`src/rtl/axi_req_arbiter_pkg.sv`:
```
// Shared types and width helpers for the cache-side AXI request arbiter.
// Package name is kept generic because the cache subsystem reuses it.
package axi_cache_pkg;

  localparam int AXI_ADDR_W = 32;
  localparam int AXI_DATA_W = 64;
  localparam int AXI_STRB_W = AXI_DATA_W / 8;

  typedef enum logic [1:0] {
    ARB_IDLE      = 2'd0,
    ARB_ISSUE     = 2'd1,
    ARB_WAIT_RESP = 2'd2
  } arb_state_t;

  typedef struct packed {
    logic                  is_write;
    logic [AXI_ADDR_W-1:0] addr;
    logic [AXI_DATA_W-1:0] wdata;
    logic [AXI_STRB_W-1:0] wstrb;
  } req_t;

  function automatic int idx_width(input int n);
    return (n > 1) ? $clog2(n) : 1;
  endfunction

endpackage

```
`src/rtl/axi_req_arbiter_rr.sv`:
```
// Combinational round-robin pick: first requester at or above ptr, wrapping modulo N.
// N need not be a power of two, so wrap is an explicit compare-and-subtract.
module rr_arbiter
  import axi_cache_pkg::*;
#(
  parameter  int N  = 3,
  localparam int IW = idx_width(N)
) (
  input  logic [N-1:0]  req,
  input  logic [IW-1:0] ptr,
  output logic [N-1:0]  grant,
  output logic [IW-1:0] grant_idx,
  output logic          any
);

  logic [IW:0]   cand;
  logic [IW-1:0] cand_idx;

  always_comb begin
    grant     = '0;
    grant_idx = '0;
    any       = 1'b0;
    cand      = '0;
    cand_idx  = '0;
    for (int k = 0; k < N; k++) begin
      cand = {1'b0, ptr} + (IW+1)'(k);
      if (cand >= (IW+1)'(N)) cand = cand - (IW+1)'(N);
      cand_idx = cand[IW-1:0];
      if (!any && req[cand_idx]) begin
        any             = 1'b1;
        grant[cand_idx] = 1'b1;
        grant_idx       = cand_idx;
      end
    end
  end

endmodule

```
`src/rtl/axi_req_arbiter.sv`:
```
// Round-robin arbiter sharing the single-outstanding AXI driver port between
// cache requesters; routes each completion back to its owner.
module axi_req_arbiter
  import axi_cache_pkg::*;
#(
  parameter  int NUM_REQ        = 3,
  parameter  int ADDR_WIDTH     = AXI_ADDR_W,
  parameter  int DATA_WIDTH     = AXI_DATA_W,
  parameter  int TIMEOUT_CYCLES = 1024,
  localparam int STRB_WIDTH     = DATA_WIDTH / 8,
  localparam int IDX_W          = idx_width(NUM_REQ)
) (
  input  logic                             clk,
  input  logic                             rst_n,
  input  logic [NUM_REQ-1:0]               req_valid,
  output logic [NUM_REQ-1:0]               req_ready,
  input  logic [NUM_REQ-1:0]               req_is_write,
  input  logic [NUM_REQ*ADDR_WIDTH-1:0]    req_addr,
  input  logic [NUM_REQ*DATA_WIDTH-1:0]    req_wdata,
  input  logic [NUM_REQ*STRB_WIDTH-1:0]    req_wstrb,
  output logic [NUM_REQ-1:0]               resp_valid,
  output logic [DATA_WIDTH-1:0]            resp_data,
  output logic                             drv_req_valid,
  input  logic                             drv_req_ready,
  output logic                             drv_req_is_write,
  output logic [ADDR_WIDTH-1:0]            drv_req_addr,
  output logic [DATA_WIDTH-1:0]            drv_req_wdata,
  output logic [STRB_WIDTH-1:0]            drv_req_wstrb,
  input  logic                             drv_resp_valid,
  input  logic [DATA_WIDTH-1:0]            drv_resp_data,
  output logic                             busy,
  output logic [IDX_W-1:0]                 grant_id,
  output logic                             timeout,
  output logic                             spurious_resp
);

  // Handshakes: a transfer happens on the rising edge where valid && ready;
  // valid never depends on ready, and ready is only offered in ARB_IDLE.

  localparam int               TMO_W     = (TIMEOUT_CYCLES > 0) ? $clog2(TIMEOUT_CYCLES + 1) : 1;
  localparam logic [TMO_W-1:0] TMO_LIMIT = TMO_W'(TIMEOUT_CYCLES);
  localparam bit               TMO_EN    = (TIMEOUT_CYCLES != 0);

  arb_state_t        state_q, state_d;
  logic [IDX_W-1:0]  rr_ptr_q;
  logic [NUM_REQ-1:0] win_grant;
  logic [IDX_W-1:0]  win_idx;
  logic              win_any;
  logic [TMO_W-1:0]  tmo_cnt_q;
  logic              accept, resp_done, in_flight;

  rr_arbiter #(.N(NUM_REQ)) u_rr (
    .req       (req_valid),
    .ptr       (rr_ptr_q),
    .grant     (win_grant),
    .grant_idx (win_idx),
    .any       (win_any)
  );

  assign accept    = (state_q == ARB_IDLE) && win_any;
  assign resp_done = (state_q == ARB_WAIT_RESP) && drv_resp_valid;
  assign in_flight = (state_q != ARB_IDLE);

  always_ff @(posedge clk or negedge rst_n) begin
    if (!rst_n) state_q <= ARB_IDLE;
    else        state_q <= state_d;
  end

  always_comb begin
    state_d = state_q;
    case (state_q)
      ARB_IDLE:      if (win_any)        state_d = ARB_ISSUE;
      ARB_ISSUE:     if (drv_req_ready)  state_d = ARB_WAIT_RESP;
      ARB_WAIT_RESP: if (drv_resp_valid) state_d = ARB_IDLE;
      default:                           state_d = ARB_IDLE;
    endcase
  end

  always_comb begin
    req_ready     = (state_q == ARB_IDLE) ? win_grant : '0;
    drv_req_valid = (state_q == ARB_ISSUE);
    busy          = in_flight;
  end

  always_ff @(posedge clk or negedge rst_n) begin
    if (!rst_n) begin
      drv_req_is_write <= 1'b0;
      drv_req_addr     <= '0;
      drv_req_wdata    <= '0;
      drv_req_wstrb    <= '0;
      grant_id         <= '0;
      rr_ptr_q         <= '0;
      resp_valid       <= '0;
      resp_data        <= '0;
    end else begin
      resp_valid <= '0;
      if (accept) begin
        drv_req_is_write <= req_is_write[win_idx];
        drv_req_addr     <= req_addr[win_idx*ADDR_WIDTH +: ADDR_WIDTH];
        drv_req_wdata    <= req_wdata[win_idx*DATA_WIDTH +: DATA_WIDTH];
        drv_req_wstrb    <= req_wstrb[win_idx*STRB_WIDTH +: STRB_WIDTH];
        grant_id         <= win_idx;
      end
      if (resp_done) begin
        resp_valid <= {{(NUM_REQ-1){1'b0}}, 1'b1} << grant_id;
        resp_data  <= drv_req_is_write ? '0 : drv_resp_data;
        rr_ptr_q   <= (grant_id == IDX_W'(NUM_REQ - 1)) ? '0 : grant_id + IDX_W'(1);
      end
    end
  end

  // Counter parks at the limit; with the timeout disabled the limit is 0 so it never moves.
  always_ff @(posedge clk or negedge rst_n) begin
    if (!rst_n) begin
      tmo_cnt_q     <= '0;
      timeout       <= 1'b0;
      spurious_resp <= 1'b0;
    end else begin
      if (accept)                                 tmo_cnt_q <= '0;
      else if (in_flight && tmo_cnt_q != TMO_LIMIT) tmo_cnt_q <= tmo_cnt_q + TMO_W'(1);
      if (TMO_EN && tmo_cnt_q == TMO_LIMIT)       timeout   <= 1'b1;
      if (drv_resp_valid && state_q != ARB_WAIT_RESP) spurious_resp <= 1'b1;
    end
  end

endmodule

```
`config.mk`:
```
export PLATFORM = sky130hd
export DESIGN_NAME = axi_req_arbiter
export DESIGN_NICKNAME = d
export VERILOG_FILES = /design/src/rtl/axi_req_arbiter_pkg.sv /design/src/rtl/axi_req_arbiter_rr.sv /design/src/rtl/axi_req_arbiter.sv
export SDC_FILE = /design/constraint.sdc
export NUM_CORES = 1
export LEC_CHECK = 0
export ABC_AREA = 1
export CORE_AREA = 2 2 220 222
export CTS_CLUSTER_DIAMETER = 100
export DETAILED_ROUTE_END_ITERATION = 12
export DIE_AREA = 0 0 222 224
export GPL_ROUTABILITY_DRIVEN = 0
export PLACE_DENSITY = 0.52
export SLEW_MARGIN = 25
export SYNTH_ARGS = -nofsm -noshare
export SYNTH_HDL_FRONTEND = slang
export SYNTH_SLANG_ARGS = --single-unit
```
`constraint.sdc`:
```
create_clock -name clk -period 5 [get_ports clk]
set_clock_uncertainty 0.1 [all_clocks]
set_input_delay 1 -clock clk [delete_from_list [all_inputs] [get_ports clk]]
set_output_delay 1 -clock clk [all_outputs]
set_load 0.01 [all_outputs]
```
==> out/metrics.yaml <==
yosys:
  yosys.area_share.simple_pct: 27.6
  synth_cell_types: 32
  synth_compound_area_share_pct: 14.9
  synth-edff-count: 0
  synth-seq-cells: 191
  avgSynthCellArea_um2: 7.48
  async_flop_share_pct: 100
  synth_xor_area_share_pct: 0.583
  syn_area_um2: 10500
  yosysSeqAreaShare_pct: 45.4
  synthMuxAreaShare_pct: 0
  synth_cells: 1405
  synth_adder_area_share_pct: 0.714
  synth_top_family_by_area: "simple AND/OR/NAND/NOR gates"
  syn_nets: 1797
  ys_dominant_reg_cell: "dfrtp_1"
  yosys_warnings: 0
timing:
  period_share_pct: 80.6
  min_period_ns: 4.03
  fin_tns_setup_ns: 0
  final-setup-viol-count: 0
  relSlewSlack_pct: 39.3
  rsz0062_at_grt: "false"
  slew_violations: 0
  worstMarginPinSlew_ns: 0.910
  timing.fmax_ghz: 0.248
  hold_violations: 0
floorplanning:
  io_pins: 567
  chipHeight_um: 224
  fp.coreArea_um2: 47300
  fp-row-count: 80
  die_area_um2: 49700
  start_util_pct: 22.2
  die_x_um: 222
power:
  power.internal_mw: 5.91
  seqPwrFrac_pct: 23.5
  switchingPower_mw: 5.38
  pwr-share-clk_pct: 12.9
  p_comb_share_pct: 63.6
  switching_share_pct: 47.6
  peakVddDrop_mv: 0.511
  power_density_nw_per_um2: 652
  p_leak_nw: 8.03
final_layout:
  synthToLayoutAreaGrowth_pct: 64.6
  final_cell_mix: "clkdlybuf4s50_1, nand2_1, dfrtp_1"
  final_core_util_pct: 36.6
  fill_cells: 4959
  fin_nets: 2313
  drive_above_1_share_pct: 3.83
  multi_input_area_um2: 4630
  seqCellArea_um2: 4780
  final_common_cell: "clkdlybuf4s50_1"
min_path:
  min_path_type: "reg2reg"
clock_network:
  cts_resized: 0
  cts_setup_buffers: 0
  cts_tree: "done"
  path_clk_slew_ns: 0.08
  cts_max_level: 4
  cts_root_buf: "clkbuf_16"
  holdBufCountCts: 0
  cts_made_buffers: 17
  clock_path_buffers: 2
  cts.sinks: 191
  clk_latency_ns: 0.49
global_route:
  use_met2_pct: 32.3
  grt_max_degree: 106
  track_usage_pct: 18.5
  antenna_found_initial: 3
  use_met1_pct: 22.6
  grt_pass1_vias: 11500
  grt_pass1_wl_mm: 70.4
  grt.busiest_layer: "met2"
  grt_util_met3_pct: 5.04
  overflow: 0
routing:
  vias: 11200
  final_antenna_net_count: 0
  drtIter0Drc: 664
  via_per_inst: 4.39
  drc: 0
  wl_mm: 45.9
  drt_pass1_iterations: 5
  wl_per_cell_um: 18.0
worst_setup_path:
  arrival_ns: 2.93
  endpoint_kind: "primary output"
  critical_path_required_ns: 3.90
  worstSetupStartpointType: "primary input"
  worstSetupPathType: "in2out"
  path_max_fanout: 4
placement:
  hpwl_mm: 34.1
  io_buffers: 566
run_status:
  status: "complete, no violations"
run:
  maxCapViolations: 0
layer usage:
layer | up-vias | routed length (µm)
li1 | 5525 | -
met1 | 5256 | 19200
met2 | 373 | 23000
met3 | 44 | 2950
met4 | 4 | 777
met5 | - | 29
power groups by stage:
stage,combinational (mW),sequential (mW),clock (mW)
finish,7.18,2.65,1.45
global route,7.96,2.74,1.56
CTS,7.34,2.66,1.52
detailed placement,7.33,2.67,0
global placement,7.22,2.66,0
floorplan,4.02,2.91,0
cells by family after synthesis:
family	after synthesis
AND/OR/NAND/NOR	710
adder cells (fa/ha/maj)	6
AO/OA/AOI/OAI	234
buffers and inverters	257
flip-flops	191
XOR/XNOR	7
sequential cells by signal (all words and copies together) (netlist names):
signal	cells
grant_id	2
state_q	2
tmo_cnt_q	11
resp_data	64
drv_req_is_write	1
drv_req_wstrb	8
resp_valid	3
drv_req_addr	32
drv_req_wdata	64
timeout	1
rr_ptr_q	2
spurious_resp	1
synth_stat cells, drive strengths merged (2+ instances only):
library cell / count / share of area [%]
buf: 62 / 3.7
inv: 164 / 5.9
o31ai: 2 / 0.14
a21oi: 61 / 2.9
dfrtp: 191 / 45
nor2: 49 / 1.9
nand4: 2 / 0.12
nand3: 142 / 6.8
nand2: 508 / 18
ha: 6 / 0.71
o211ai: 77 / 5.5
xor2: 7 / 0.58
clkbuf: 31 / 1.1
o21ai: 12 / 0.57
o21a: 77 / 5.5
nor3: 7 / 0.33
cell type report:
class | instances | share of cell area (%)
Tap cell | 615 | 4.45
Antenna cell | 1 | 0.0145
Multi-Input combinational cell | 957 | 26.8
Inverter | 164 | 3.56
Sequential cell | 191 | 27.6
Clock inverter | 12 | 0.802
Timing Repair Buffer | 590 | 34.2
Clock buffer | 20 | 2.64
critical path: stages:
cell,delay (ns)
clkdlybuf4s50_1,0.51
inv_1,0.09
nand2_1,0.07
nand3_1,0.09
nand2_1,0.10
inv_2,0.06
nor2_4,0.13
nand2_1,0.07
a31oi_1,0.18
clkdlybuf4s50_1,0.64
per-stage QoR:
stage                     power (mW)  hold slack (ns)  setup slack (ns)  instances  instance area, µm²
after floorplan                 6.93            0.374              2.17       1405               10500
after global placement          9.89            0.345             0.977       2517               16700
after detailed placement        10.0            0.353             0.944       2517               16700
after CTS                       11.5            0.371             0.940       2549               17300
after global routing            12.3            0.393             0.768       2550               17300
final                           11.3            0.366             0.968       2550               17300
final timing paths:
| check | startpoint | end | slack [ns] | cells past startpoint |
|---|---|---|---|---|
| min in group asynchronous | rst_n | drv_req_wdata[49] | 0.43 | 1 |
| hold / removal | spurious_resp | spurious_resp | 0.37 | 1 |
| setup reg to reg | rr_ptr_q[0] | drv_req_addr[27] | 1.67 | 13 |
| setup / recovery | req_valid[1] | req_ready[1] | 0.97 | 10 |
| hold reg to reg | spurious_resp | spurious_resp | 0.37 | 1 |
| max in group asynchronous | rst_n | drv_req_wdata[4] | 3.24 | 2 |
(Power assumes the default switching activity.)
